<file path="src/rtl/mem_pkg.sv">
// Shared encodings for the memory stage: funct3 access sizes, writeback source select and FSM states.
package mem_pkg;
  localparam logic [2:0] F3_B  = 3'b000;
  localparam logic [2:0] F3_H  = 3'b001;
  localparam logic [2:0] F3_W  = 3'b010;
  localparam logic [2:0] F3_BU = 3'b100;
  localparam logic [2:0] F3_HU = 3'b101;

  localparam logic [1:0] RES_ALU = 2'b00;
  localparam logic [1:0] RES_MEM = 2'b01;
  localparam logic [1:0] RES_PC4 = 2'b10;

  typedef enum logic {ST_IDLE = 1'b0, ST_WAIT = 1'b1} state_t;
endpackage

</file>
<file path="src/rtl/mem_access_stage_load_extend.sv">
// Load lane select plus sign/zero extension; purely combinational, zero latency, no flow control.
module load_extend
  import mem_pkg::*;
(
  input  logic [31:0] rdata_i,
  input  logic [1:0]  a_i,
  input  logic [2:0]  funct3_i,
  output logic [31:0] data_o
);
  logic [7:0]  lane_b;
  logic [15:0] lane_h;

  always_comb begin
    lane_b = rdata_i[{a_i, 3'b000} +: 8];
    lane_h = a_i[1] ? rdata_i[31:16] : rdata_i[15:0];
    case (funct3_i)
      F3_B:    data_o = {{24{lane_b[7]}}, lane_b};
      F3_BU:   data_o = {24'h0, lane_b};
      F3_H:    data_o = {{16{lane_h[15]}}, lane_h};
      F3_HU:   data_o = {16'h0, lane_h};
      default: data_o = rdata_i;
    endcase
  end
endmodule

</file>
<file path="src/rtl/mem_access_stage.sv">
// RV32I memory stage + MEM/WB register; 1 cycle M->W when ready, each wait cycle adds one StallM + bubble.
// Backpressure: StallM holds upstream while dmem_ready=0. MISALIGN_TRAP_EN enables misaligned-access trapping.
module mem_access_stage
  import mem_pkg::*;
(
  input  logic        clk,
  input  logic        reset_n,
  input  logic [31:0] ALUResultM,
  input  logic [31:0] WriteDataM,
  input  logic [4:0]  RdM,
  input  logic [31:0] PCPlus4M,
  input  logic [2:0]  Funct3M,
  input  logic        RegWriteM,
  input  logic        MemWriteM,
  input  logic [1:0]  ResultSrcM,
  output logic        dmem_req,
  output logic        dmem_we,
  output logic [31:0] dmem_addr,
  output logic [31:0] dmem_wdata,
  output logic [3:0]  dmem_wstrb,
  input  logic [31:0] dmem_rdata,
  input  logic        dmem_ready,
  output logic        StallM,
  output logic [31:0] ReadDataW,
  output logic [31:0] ALUResultW,
  output logic [31:0] PCPlus4W,
  output logic [4:0]  RdW,
  output logic        RegWriteW,
  output logic [1:0]  ResultSrcW,
  output logic        MisalignW
);
  state_t      state_q, state_d;
  logic [1:0]  a;
  logic        mem_op, misalign, issue, is_load;
  logic [3:0]  st_strb;
  logic [31:0] st_wdata;

  logic [31:0] addr_q, wdata_q;
  logic [3:0]  wstrb_q;
  logic        we_q;
  logic [1:0]  a_q, ld_a;
  logic [2:0]  f3_q, ld_f3;
  logic [31:0] ld_data;

  logic [31:0] rdata_w_q, alu_w_q, pc4_w_q;
  logic [4:0]  rd_w_q;
  logic        regw_w_q, mis_w_q;
  logic [1:0]  rsrc_w_q;

  assign a       = ALUResultM[1:0];
  assign is_load = (ResultSrcM == RES_MEM);
  assign mem_op  = MemWriteM | is_load;

`ifdef MISALIGN_TRAP_EN
  assign misalign = mem_op & (((Funct3M[1:0] == 2'b01) & a[0]) |
                              ((Funct3M == F3_W) & (a != 2'b00)));
`else
  assign misalign = 1'b0;
`endif

  assign issue = mem_op & ~misalign;

  always_comb begin
    st_strb  = 4'b1111;
    st_wdata = WriteDataM;
    case (Funct3M)
      F3_B: begin
        st_strb  = 4'b0001 << a;
        st_wdata = {4{WriteDataM[7:0]}};
      end
      F3_H: begin
        st_strb  = 4'b0011 << {a[1], 1'b0};
        st_wdata = {2{WriteDataM[15:0]}};
      end
      default: ;
    endcase
    if (!MemWriteM) st_strb = 4'b0000;
  end

  // Captured on every IDLE issue so WAIT never depends on what upstream does.
  always_ff @(posedge clk or negedge reset_n) begin
    if (!reset_n) begin
      addr_q  <= '0;
      wdata_q <= '0;
      wstrb_q <= '0;
      we_q    <= 1'b0;
      a_q     <= '0;
      f3_q    <= '0;
    end else if (state_q == ST_IDLE && issue) begin
      addr_q  <= {ALUResultM[31:2], 2'b00};
      wdata_q <= st_wdata;
      wstrb_q <= st_strb;
      we_q    <= MemWriteM;
      a_q     <= a;
      f3_q    <= Funct3M;
    end
  end

  always_ff @(posedge clk or negedge reset_n) begin
    if (!reset_n) state_q <= ST_IDLE;
    else          state_q <= state_d;
  end

  always_comb begin
    state_d = state_q;
    case (state_q)
      ST_WAIT: if (dmem_ready) state_d = ST_IDLE;
      default: if (issue && !dmem_ready) state_d = ST_WAIT;
    endcase
  end

  always_comb begin
    dmem_req   = issue;
    dmem_we    = issue & MemWriteM;
    dmem_addr  = {ALUResultM[31:2], 2'b00};
    dmem_wdata = st_wdata;
    dmem_wstrb = issue ? st_strb : 4'b0000;
    StallM     = issue & ~dmem_ready;
    ld_a       = a;
    ld_f3      = Funct3M;
    if (state_q == ST_WAIT) begin
      dmem_req   = 1'b1;
      dmem_we    = we_q;
      dmem_addr  = addr_q;
      dmem_wdata = wdata_q;
      dmem_wstrb = wstrb_q;
      StallM     = ~dmem_ready;
      ld_a       = a_q;
      ld_f3      = f3_q;
    end
  end

  load_extend u_load_extend (
    .rdata_i  (dmem_rdata),
    .a_i      (ld_a),
    .funct3_i (ld_f3),
    .data_o   (ld_data)
  );

  always_ff @(posedge clk or negedge reset_n) begin
    if (!reset_n) begin
      rdata_w_q <= '0;
      alu_w_q   <= '0;
      pc4_w_q   <= '0;
      rd_w_q    <= '0;
      regw_w_q  <= 1'b0;
      rsrc_w_q  <= RES_ALU;
      mis_w_q   <= 1'b0;
    end else if (StallM) begin
      rd_w_q   <= '0;
      regw_w_q <= 1'b0;
      rsrc_w_q <= RES_ALU;
      mis_w_q  <= 1'b0;
    end else begin
      rdata_w_q <= (is_load && !misalign) ? ld_data : 32'h0;
      alu_w_q   <= ALUResultM;
      pc4_w_q   <= PCPlus4M;
      rd_w_q    <= RdM;
      regw_w_q  <= RegWriteM & ~misalign;
      rsrc_w_q  <= ResultSrcM;
      mis_w_q   <= misalign;
    end
  end

  assign ReadDataW  = rdata_w_q;
  assign ALUResultW = alu_w_q;
  assign PCPlus4W   = pc4_w_q;
  assign RdW        = rd_w_q;
  assign RegWriteW  = regw_w_q;
  assign ResultSrcW = rsrc_w_q;
  assign MisalignW  = mis_w_q;
endmodule

</file>
<file path="config.mk">
export PLATFORM = sky130hd
export DESIGN_NAME = mem_access_stage
export DESIGN_NICKNAME = d
export VERILOG_FILES = /design/src/rtl/mem_pkg.sv /design/src/rtl/mem_access_stage_load_extend.sv /design/src/rtl/mem_access_stage.sv
export SDC_FILE = /design/constraint.sdc
export NUM_CORES = 1
export LEC_CHECK = 0
export ABC_AREA = 0
export CAP_MARGIN = 20
export CORE_MARGIN = 4
export CORE_UTILIZATION = 25
export DETAILED_ROUTE_END_ITERATION = 16
export GPL_TIMING_DRIVEN = 0
export MAX_ROUTING_LAYER = met4
export PLACE_DENSITY = 0.61
export SYNTH_ARGS = -nofsm -noshare
export SYNTH_HDL_FRONTEND = slang
export SYNTH_SLANG_ARGS = --single-unit
</file>
<file path="constraint.sdc">
create_clock -name clk -period 2.3 [get_ports clk]
set_input_delay 0.46 -clock clk [delete_from_list [all_inputs] [get_ports clk]]
set_output_delay 0.46 -clock clk [all_outputs]
set_load 0.02 [all_outputs]
</file>
==> results.ini, run 1 <==
[routing]
wire_per_inst_um=20.3
drtPass1Iterations=5
vias=6680
viasPerCell=4.61
drtIter0Drc=333
met2_length_um=13800
drc=0
met3WireLength_um=2680
drt-met1-wl_um=12500
routed.top_layer=met4
wl_um=29400
ant_nets=0

[power_and_ir_drop]
pwr-share-clk_pct=33.6
power.internal_w=0.00658
power.share.sequential_pct=39.2
p_sw_share_pct=29.9
p_per_area_nw_per_um2=733
power.switching_w=0.00280
vdd_drop_max_uv=491
p_comb_share_pct=27.2
p_leak_nw=5.37

[outcome]
status=complete, no violations

[floorplanning]
die_x_um=191
fp-row-count=66
core_um2=32700
initial_utilization_pct=25.5
die_h_um=191
dieArea_um2=36400
pin_count=319

[timing]
worst_slack_ns=0.0443
slew_headroom_pct=54.0
maxSlewViolCount=0
fin_crit_sh_pct=98.1
fin_worst_skew_ns=0.0116
max_freq_ghz=0.443
tightest_slew_ns=0.690
setup_viol=0
finalCriticalPeriod_ns=2.26
hold_viol_final=0
rsz0062_at_grt=yes

[logic_synthesis]
ys_warn_count=0
synth_area_leader_cell=dfrtp_1
ys_types=45
synth-seq-area-share_pct=53.1
synth_top_area_share_pct=53.1
async_reset_ff_share_pct=100
synthCells=647
yosys.cell_count.top_type=mux2_2
yosys-top-cells-area=dfrtp_1, mux2_2, mux2i_1
synthFlopType=dfrtp_1
synth_area_um2=8340
ys_ff_latch=177
synth_enable_flop_cells=0
synth_common_cells=mux2_2, dfrtp_1, nand2_1, o21ai_0, buf_2
avgSynthCellArea_um2=12.9

[placed_design]
port_buffers=313
dp_hpwl_um=22000
place_congestion=0.801
placed_area_um2=12100
dp_slack_ns=-1.49

[global_routing]
first_global_vias=7030
grt_overflow=0
antenna_found_initial=2
grt_max_degree=111
grt_pass1_wl_um=44100
grt_use_total_pct=16.4

[final_layout]
syn_to_final_growth_pct=53.4
finalInstanceArea_um2=12800
fillerInstances=3250
drive_gt1_share_pct=36.2
nets=1136

[clock_network]
clk_pin_slew_ns=0.08
ctsLongestPathBuffers=2
htreeDepth=4
cts_root_buffer=clkbuf_16
cts_buffers=17
insertion_delay_ns=0.44
cts_sinks=177
cts_tree=done

[worst_setup_path]
endpoint_kind=output pin
cp.arrival_ns=1.80
crit_type=in2out
crit_required_ns=1.84
crit_path_start_kind=input pin
worst-path-max-fanout=8

[run]
cap_violations=0

[hold_path]
min_path_type=in2reg

through the flow:
stage	total power [W]	hold WS, ns	std cells	utilization (%)	setup TNS [ns]
finish	0.00938	0.357	1448	39.1	0
detailed placement	0.00635	0.462	1405	36.9	-147.60
global placement	0.00632	0.460	1404	36.8	-1458.63
floorplan	0.00501	0.164	649	-	0
global route	0.00984	0.341	1448	39.1	-0.00630
CTS	0.00954	0.389	1440	39.2	0
power groups by stage:
| stage | combinational (W) | clock, W | sequential [W] |
|---|---|---|---|
| 4_1_cts | 0.00259 | 0.00327 | 0.00368 |
| 6_report | 0.00255 | 0.00315 | 0.00368 |
| 3_3_place_gp | 0.00260 | 0 | 0.00372 |
| 5_1_grt | 0.00274 | 0.00338 | 0.00373 |
| 2_1_floorplan | 0.00110 | 0 | 0.00391 |
| 3_5_place_dp | 0.00261 | 0 | 0.00374 |
cell usage in the layout (no fill, tap or decap), types with 3 or more instances in the layout:
cell / synthesis / routed
clkdlybuf4s50_1: 0 / 235
mux2_2: 193 / 189
dfrtp_1: 177 / 176
buf_2: 27 / 64
nand2_1: 37 / 36
o21ai_0: 37 / 35
a22oi_1: 24 / 24
mux2i_1: 19 / 18
buf_4: 4 / 18
clkbuf_16: 0 / 18
nand3b_1: 14 / 14
nor2b_1: 14 / 12
o21ai_1: 12 / 12
nand3_1: 10 / 10
buf_6: 2 / 9
clkdlybuf4s15_2: 0 / 9
buf_12: 0 / 8
nor2_1: 8 / 8
a21o_1: 7 / 7
a21oi_1: 9 / 7
o221ai_1: 7 / 7
clkbuf_4: 0 / 6
a32o_1: 6 / 6
mux2_4: 1 / 5
clkbuf_1: 9 / 5
dlygate4sd2_1: 0 / 5
buf_8: 0 / 4
bufinv_16: 0 / 4
clkinvlp_4: 0 / 4
inv_1: 4 / 3
o21ai_2: 1 / 3
conb_1: 1 / 3
inv_6: 0 / 3
dlymetal6s2s_1: 0 / 3
logic make-up after synthesis:
group           synth area share [%]
other cells                   0.0450
simple gates                    6.01
buf+inv                         2.92
compound gates                  8.86
flops                           53.1
mux                             29.1
layout make-up:
class                   instances  area (µm²)  share of cell area, %
diodes                          2        5.00                 0.0391
plain buffers                  42         358                   2.80
clock buffers                  18         429                   3.35
clock inverters                12         181                   1.42
inverters                       4        17.5                  0.137
multi-input cells             424        3740                   29.3
flip-flops and latches        177        4430                   34.6
well taps                     442         553                   4.32
repair buffers                327        3080                   24.1
routing by layer:
metal | vias up | track usage (%)
met2 | 275 | 26.3
met4 | 0 | 3.45
met1 | 3324 | 19.9
li1 | 3059 | -
met3 | 22 | 6.32
met5 | - | -
critical path: stages:
cell      delay [ns]
clkbuf_4        0.15
nor3_4          0.24
buf_12          0.17
mux2_2          0.34
mux2_2          0.28
buf_6           0.14
worst paths after layout:
| path | slack [ns] | from | endpoint | cells after the start |
|---|---|---|---|---|
| max in group asynchronous | 0.69 | reset_n | addr_q[19] | 3 |
| setup / recovery | 0.04 | Funct3M[2] | dmem_wdata[10] | 6 |
| hold / removal | 0.36 | Funct3M[2] | f3_q[2] | 2 |
| hold reg to reg | 0.48 | we_q | we_q | 1 |
| min in group asynchronous | 0.58 | reset_n | wdata_q[7] | 2 |
| setup reg to reg | 0.17 | state_q | ReadDataW[10] | 6 |
registers in the layout, indices dropped and copies added, names as in the netlist, 2 cells and up:
name	flops
f3_q	3
ReadDataW	32
ALUResultW	32
addr_q	30
RdW	5
wdata_q	32
ResultSrcW	2
PCPlus4W	32
wstrb_q	4
a_q	2
what timing repair did:
action | 4_1_cts | 5_1_grt
setup buffers | 6 | 5
hold buffers | 1 | 0
cloned | 0 | 1
pin swaps | 3 | 4
setup endpoints to repair | 229 | 72
gates resized for setup | 307 | 76
hold endpoints to repair | 45 | 0
(Power assumes the default switching activity.)
==> run 2: changes to the inputs <==
- ABC_AREA: 0 -> 1
- MAX_ROUTING_LAYER: met4 -> unset
- PLACE_DENSITY: 0.61 -> 0.6
==> run 2 against run 1 <==
  * The run now ends with setup timing left
  * Clock skew fell by 0.00054 ns
  * Die area increased by 0.82%
  * Register-to-register slack gained 0.09 ns
  * Critical endpoint is now StallM
  * Largest power group unchanged
==> results.ini, run 2 <==
[power_and_ir_drop]
power.switching_w=0.00302
p_leak_nw=6.27
p_per_area_nw_per_um2=717
power.share.sequential_pct=39.7
p_sw_share_pct=33.0
pwr-share-clk_pct=33.5
vdd_drop_max_uv=479
p_comb_share_pct=26.8
power.internal_w=0.00615
fin_total_pwr_w=0.00917

[worst_setup_path]
crit_path_start_kind=input pin
cp.arrival_ns=1.85
rr_worst_depth=9
worst-path-max-fanout=11
r2r-start=state_q
crit_required_ns=1.84
endpoint_kind=output pin
cp_slowest_cell=clkdlybuf4s50_1
crit_chain=clkdlybuf4s50_1 > inv_2 > nand2_4 > nand3_4 > nand2_8 > inv_2 > buf_6 > buf_8 > buf_4
crit_path_frequent_cell=inv_2
path_buf_inv=6
cpPeakStageDelay_ns=0.47
worst-path-stages=9
crit_type=in2out
cpLargestDelayFamily=buffers and inverters
r2r_setup_slack_ns=0.26
r2r-end=ReadDataW[5]

[floorplanning]
fp-row-count=66
dieArea_um2=36700
die_h_um=191
initial_utilization_pct=25.6
pin_count=319
die_x_um=191
core_um2=32900

[logic_synthesis]
ys_types=22
synth_area_leader_cell=dfrtp_1
ys_warn_count=0
synth_top_area_share_pct=52.6
yosys.cell_count.top_type=nand2_1
async_reset_ff_share_pct=100
avgSynthCellArea_um2=7.55
synth_area_um2=8410
synthCells=1114
synth_enable_flop_cells=0
synth_common_cells=nand2_1, o21ai_0, dfrtp_1
synthFlopType=dfrtp_1
ys_ff_latch=177
synth-seq-area-share_pct=52.6
yosys-top-cells-area=dfrtp_1, nand2_1, o21ai_0

[placed_design]
place_congestion=0.863
port_buffers=315
dp_hpwl_um=23400
placed_area_um2=12200

[global_routing]
grt_use_total_pct=16.6
grt_max_degree=115
antenna_found_initial=2
grt_overflow=0
grt_pass1_wl_um=47600
first_global_vias=8427

[routing]
wire_per_inst_um=16.1
drtIter0Drc=441
viasPerCell=4.41
drtPass1Iterations=5
wl_um=30800
ant_nets=0
vias=8443
drc=0

[timing]
hold_viol_final=0
rsz0062_at_grt=yes
fin_crit_sh_pct=100
setup_viol=1
max_freq_ghz=0.433
slew_headroom_pct=55.6
fin_worst_skew_ns=0.0111
tightest_slew_ns=0.666
maxSlewViolCount=0
finalCriticalPeriod_ns=2.31
worst_slack_ns=-0.00713

[clock_network]
cts_sinks=177
htreeDepth=4
cts_tree=done
clk_pin_slew_ns=0.07
cts_root_buffer=clkbuf_16
ctsLongestPathBuffers=2
insertion_delay_ns=0.44
cts_buffers=17

[final_layout]
multi_input_area_um2=3320
fillerInstances=3486
layout_commonest_cell=nand2_1
layout_common_cells=nand2_1, clkdlybuf4s50_1, dfrtp_1
drive_gt1_share_pct=12.7
nets=1602
syn_to_final_growth_pct=52.1
finalInstanceArea_um2=12800
final-seq-area_um2=4430

[outcome]
status=finished, violations left
violations=setup timing

[hold_path]
hold_start=ResultSrcM[0]
worstHoldPathCells=3
holdPathEnd=ResultSrcW[0]
min_path_type=in2reg

[run]
cap_violations=0

-- run 2: per-stage QoR --
stage	setup slack, ns	hold slack [ns]	cells	utilization [%]	setup TNS [ns]
after detailed placement	-1.32	0.440	1874	37.0	-92.67
after CTS	-0.121	0.387	1908	38.8	-0.121
after global routing	-0.0628	0.328	1914	38.9	-0.0816
after floorplan	0.110	0.164	1116	-	0
final	-0.00713	0.329	1916	38.9	-0.00713
after global placement	-7.07	0.456	1873	36.9	-1335.57
-- run 2: what timing repair did --
| item | 4_1_cts | 5_1_grt |
|---|---|---|
| resized for setup | 365 | 67 |
| hold buffers | 1 | 0 |
| pin swaps | 1 | 4 |
| setup endpoints to repair | 89 | 63 |
| endpoints found under the hold margin | 63 | 0 |
| cloned | 1 | 0 |
| setup buffers | 1 | 6 |
-- run 2: worst max path at each step --
stage / start / to
3_5_place_dp: ResultSrcM[0] / StallM
3_3_place_gp: reset_n / wdata_q[11]
5_1_grt: ResultSrcM[1] / StallM
4_1_cts: ResultSrcM[0] / StallM
6_report: ResultSrcM[1] / StallM
2_1_floorplan: Funct3M[2] / dmem_wdata[29]
-- run 2: per-layer routing --
layer  global-route usage [%]  share of wire (%)  vias to the layer above
li1                         -                  -                     4173
met1                     21.8                 45                     3968
met3                     4.02                6.2                       37
met2                     26.8                 47                      261
met5                        0              0.071                        -
met4                     5.36                2.1                        4
-- run 2: cell families after synthesis --
logic type,synth area share (%)
AO/OA/AOI/OAI,14.2
other,0.0446
AND/OR/NAND/NOR,23.9
flip-flops,52.6
buffers and inverters,9.15
-- run 2: final cells by class --
type                       instances  area share [%]
clock inverter                    14            1.31
sequential                       177            34.6
tap                              442            4.32
multi-input combinational        749            26.0
clock buffer                      18            3.43
antenna                            2          0.0391
buffer                            61            2.81
timing repair buffer             325            23.7
inverter                         128            3.78
-- run 2: power groups by stage --
stage          logic [W]  clock network [W]  registers (W)
2_1_floorplan    0.00101                  0        0.00389
3_3_place_gp     0.00250                  0        0.00370
3_5_place_dp     0.00252                  0        0.00370
4_1_cts          0.00247            0.00318        0.00364
5_1_grt          0.00269            0.00330        0.00369
6_report         0.00245            0.00307        0.00364
-- run 2: worst register-to-register path, delay by kind of cell, from the launching register on --
family | cells | cell delay (ns)
compound gates | 1 | 0.54
buf+inv | 3 | 0.44
flops | 1 | 0.42
simple gates | 5 | 0.53
==> run 3: changes to the inputs <==
- CORE_UTILIZATION: 25 -> 45
- PLACE_DENSITY: 0.6 -> 0.92
==> run 3 against run 2 <==
  * The flow now finishes without violations
  * Largest power group unchanged
  * First-iteration DRC count rose by 57%
  * Via count rose by 3.5%
  * Clock skew down 0.0013 ns
  * Non-clock buffer count is 3 lower
  * Die area down 43%
  * Largest cell class unchanged
  * Maximum frequency increased by 2.9%
  * Cell area down 3.1%
  * Critical path type is now reg2out
==> results.ini, run 3 (synthesized netlist as in run 2, its figures left out) <==
[final_layout]
antenna_cells=0
syn_to_final_growth_pct=47.4
nets=1599
layout_commonest_cell=nand2_1
layout_common_cells=nand2_1, clkdlybuf4s50_1, dfrtp_1
drive_gt1_share_pct=11.9

[routing]
wl_um=28500
drc=0
wire_per_inst_um=16.8
viasPerCell=5.15
drtIter0Drc=693
drtPass1Iterations=6
vias=8738
ant_nets=0

[worst_setup_path]
worst-path-max-fanout=10
crit_required_ns=1.84
cp.arrival_ns=1.78
cpPeakStageDelay_ns=0.43
crit_start=state_q
crit_path_start_kind=flop
cp_slowest_cell=dfrtp_2
worst-path-stages=5
cpLargestDelayFamily=buffers and inverters
crit_chain=buf_12 > clkbuf_2 > nand2_1 > o21ai_0 > dlygate4sd2_1
path_buf_inv=3
crit_type=reg2out
endpoint_kind=output pin
r2r-start=state_q
rr_worst_depth=9

[global_routing]
antenna_found_initial=0
grt_overflow=0
grt_use_total_pct=26.6
grt_pass1_wl_um=43800
grt_max_degree=105
first_global_vias=8518

[timing]
slew_headroom_pct=60.6
tns_ns=0
worst_slack_ns=0.0568
tightest_slew_ns=0.591
max_freq_ghz=0.446
hold_viol_final=0
fin_worst_skew_ns=0.00977
setup_viol=0
finalCriticalPeriod_ns=2.24
hold_slack_ns=0.340
maxSlewViolCount=0
fin_crit_sh_pct=97.5

[clock_network]
cts_tree=done
cts_buffers=17
ctsLongestPathBuffers=2
clk_pin_slew_ns=0.07
insertion_delay_ns=0.42
cts_root_buffer=clkbuf_16
cts_sinks=177
htreeDepth=4

[power_and_ir_drop]
power.switching_w=0.00292
p_comb_share_pct=26.4
vdd_drop_max_uv=516
p_per_area_nw_per_um2=735
p_leak_nw=6.26
pwr-share-clk_pct=33.4
p_sw_share_pct=32.0
power.internal_w=0.00620
power.share.sequential_pct=40.2

[floorplanning]
die_x_um=145
initial_utilization_pct=46.4
fp-row-count=49
pin_count=319
core_um2=18100
die_h_um=145
dieArea_um2=20900

[placed_design]
place_congestion=0.949
dp_slack_ns=-1.15
port_buffers=315
dp_hpwl_um=21300

[run]
cap_violations=0

[hold_path]
worstHoldPathCells=3
min_path_type=in2reg
hold_start=Funct3M[1]

[outcome]
status=complete, no violations

==> run 3: cell count changes in the layout (fill, tap and decap cells not counted), moves of 4 or more <==
cell / before / now
nand2_1: 431 / 436
clkinvlp_4: 4 / 0
nand2_2: 10 / 6
buf_2: 51 / 71
o21ai_1: 43 / 37
clkdlybuf4s15_2: 14 / 3
buf_4: 27 / 16
o21ai_0: 160 / 166
clkinv_4: 0 / 5
==> run 3: repair_timing <==
| action | 4_1_cts | 5_1_grt |
|---|---|---|
| setup buffers | 6 | 0 |
| pin swaps | 1 | 4 |
| resized for setup | 337 | 72 |
| endpoints found under the hold margin | 1 | 0 |
| cloned | 1 | 0 |
| hold buffers | 1 | 0 |
| setup endpoints to repair | 69 | 49 |
==> run 3: layout make-up <==
type,instances,area [µm²]
clock buffer,18,439
fill,1466,5740
tap,229,287
buffer,59,325
multi-input combinational,749,3310
sequential,177,4430
timing repair buffer,324,2940
clock inverter,13,176
inverter,128,490
==> run 3: final timing paths <==
check	to	slack [ns]
setup / recovery	dmem_addr[31]	0.06
hold / removal	f3_q[1]	0.34
setup reg to reg	ReadDataW[5]	0.29
hold reg to reg	PCPlus4W[18]	0.47
max in group asynchronous	addr_q[31]	0.81
min in group asynchronous	PCPlus4W[16]	0.57
==> run 3: per-layer routing <==
metal  wire length [µm]  track usage, %  up-vias  share of wire, %
li1                   -               -     4153                 -
met1              11500            34.8     4072                40
met2              13700            43.4      430                48
met3               2050            4.60       83               7.2
met4               1270            12.4        0               4.5
met5                  0               0        -                 0
==> run 3: power groups by stage <==
stage          Sequential [W]  Clock (W)  Combinational, W
3_3_place_gp          0.00369          0           0.00242
5_1_grt               0.00370    0.00320           0.00262
2_1_floorplan         0.00389          0           0.00101
4_1_cts               0.00365    0.00308           0.00242
6_report              0.00366    0.00305           0.00241
3_5_place_dp          0.00371          0           0.00248
==> run 3: stage by stage <==
step / area [µm²] / power, W / instances / util (%)
2_1_floorplan: 8420 / 0.00490 / 1116 / -
3_3_place_gp: 11900 / 0.00611 / 1660 / 65.4
3_5_place_dp: 11900 / 0.00619 / 1661 / 65.5
4_1_cts: 12500 / 0.00915 / 1698 / 68.6
5_1_grt: 12400 / 0.00952 / 1697 / 68.3
6_report: 12400 / 0.00912 / 1697 / 68.3
==> run 3: worst reg2reg max path, stage by stage, from the launching register on <==
cell	delay, ns
dfrtp_2	0.43
buf_12	0.15
buf_4	0.16
nand2_2	0.08
nand2_4	0.13
inv_2	0.13
nor2_1	0.47
nand2_1	0.11
nand4_1	0.16
nand2_1	0.08
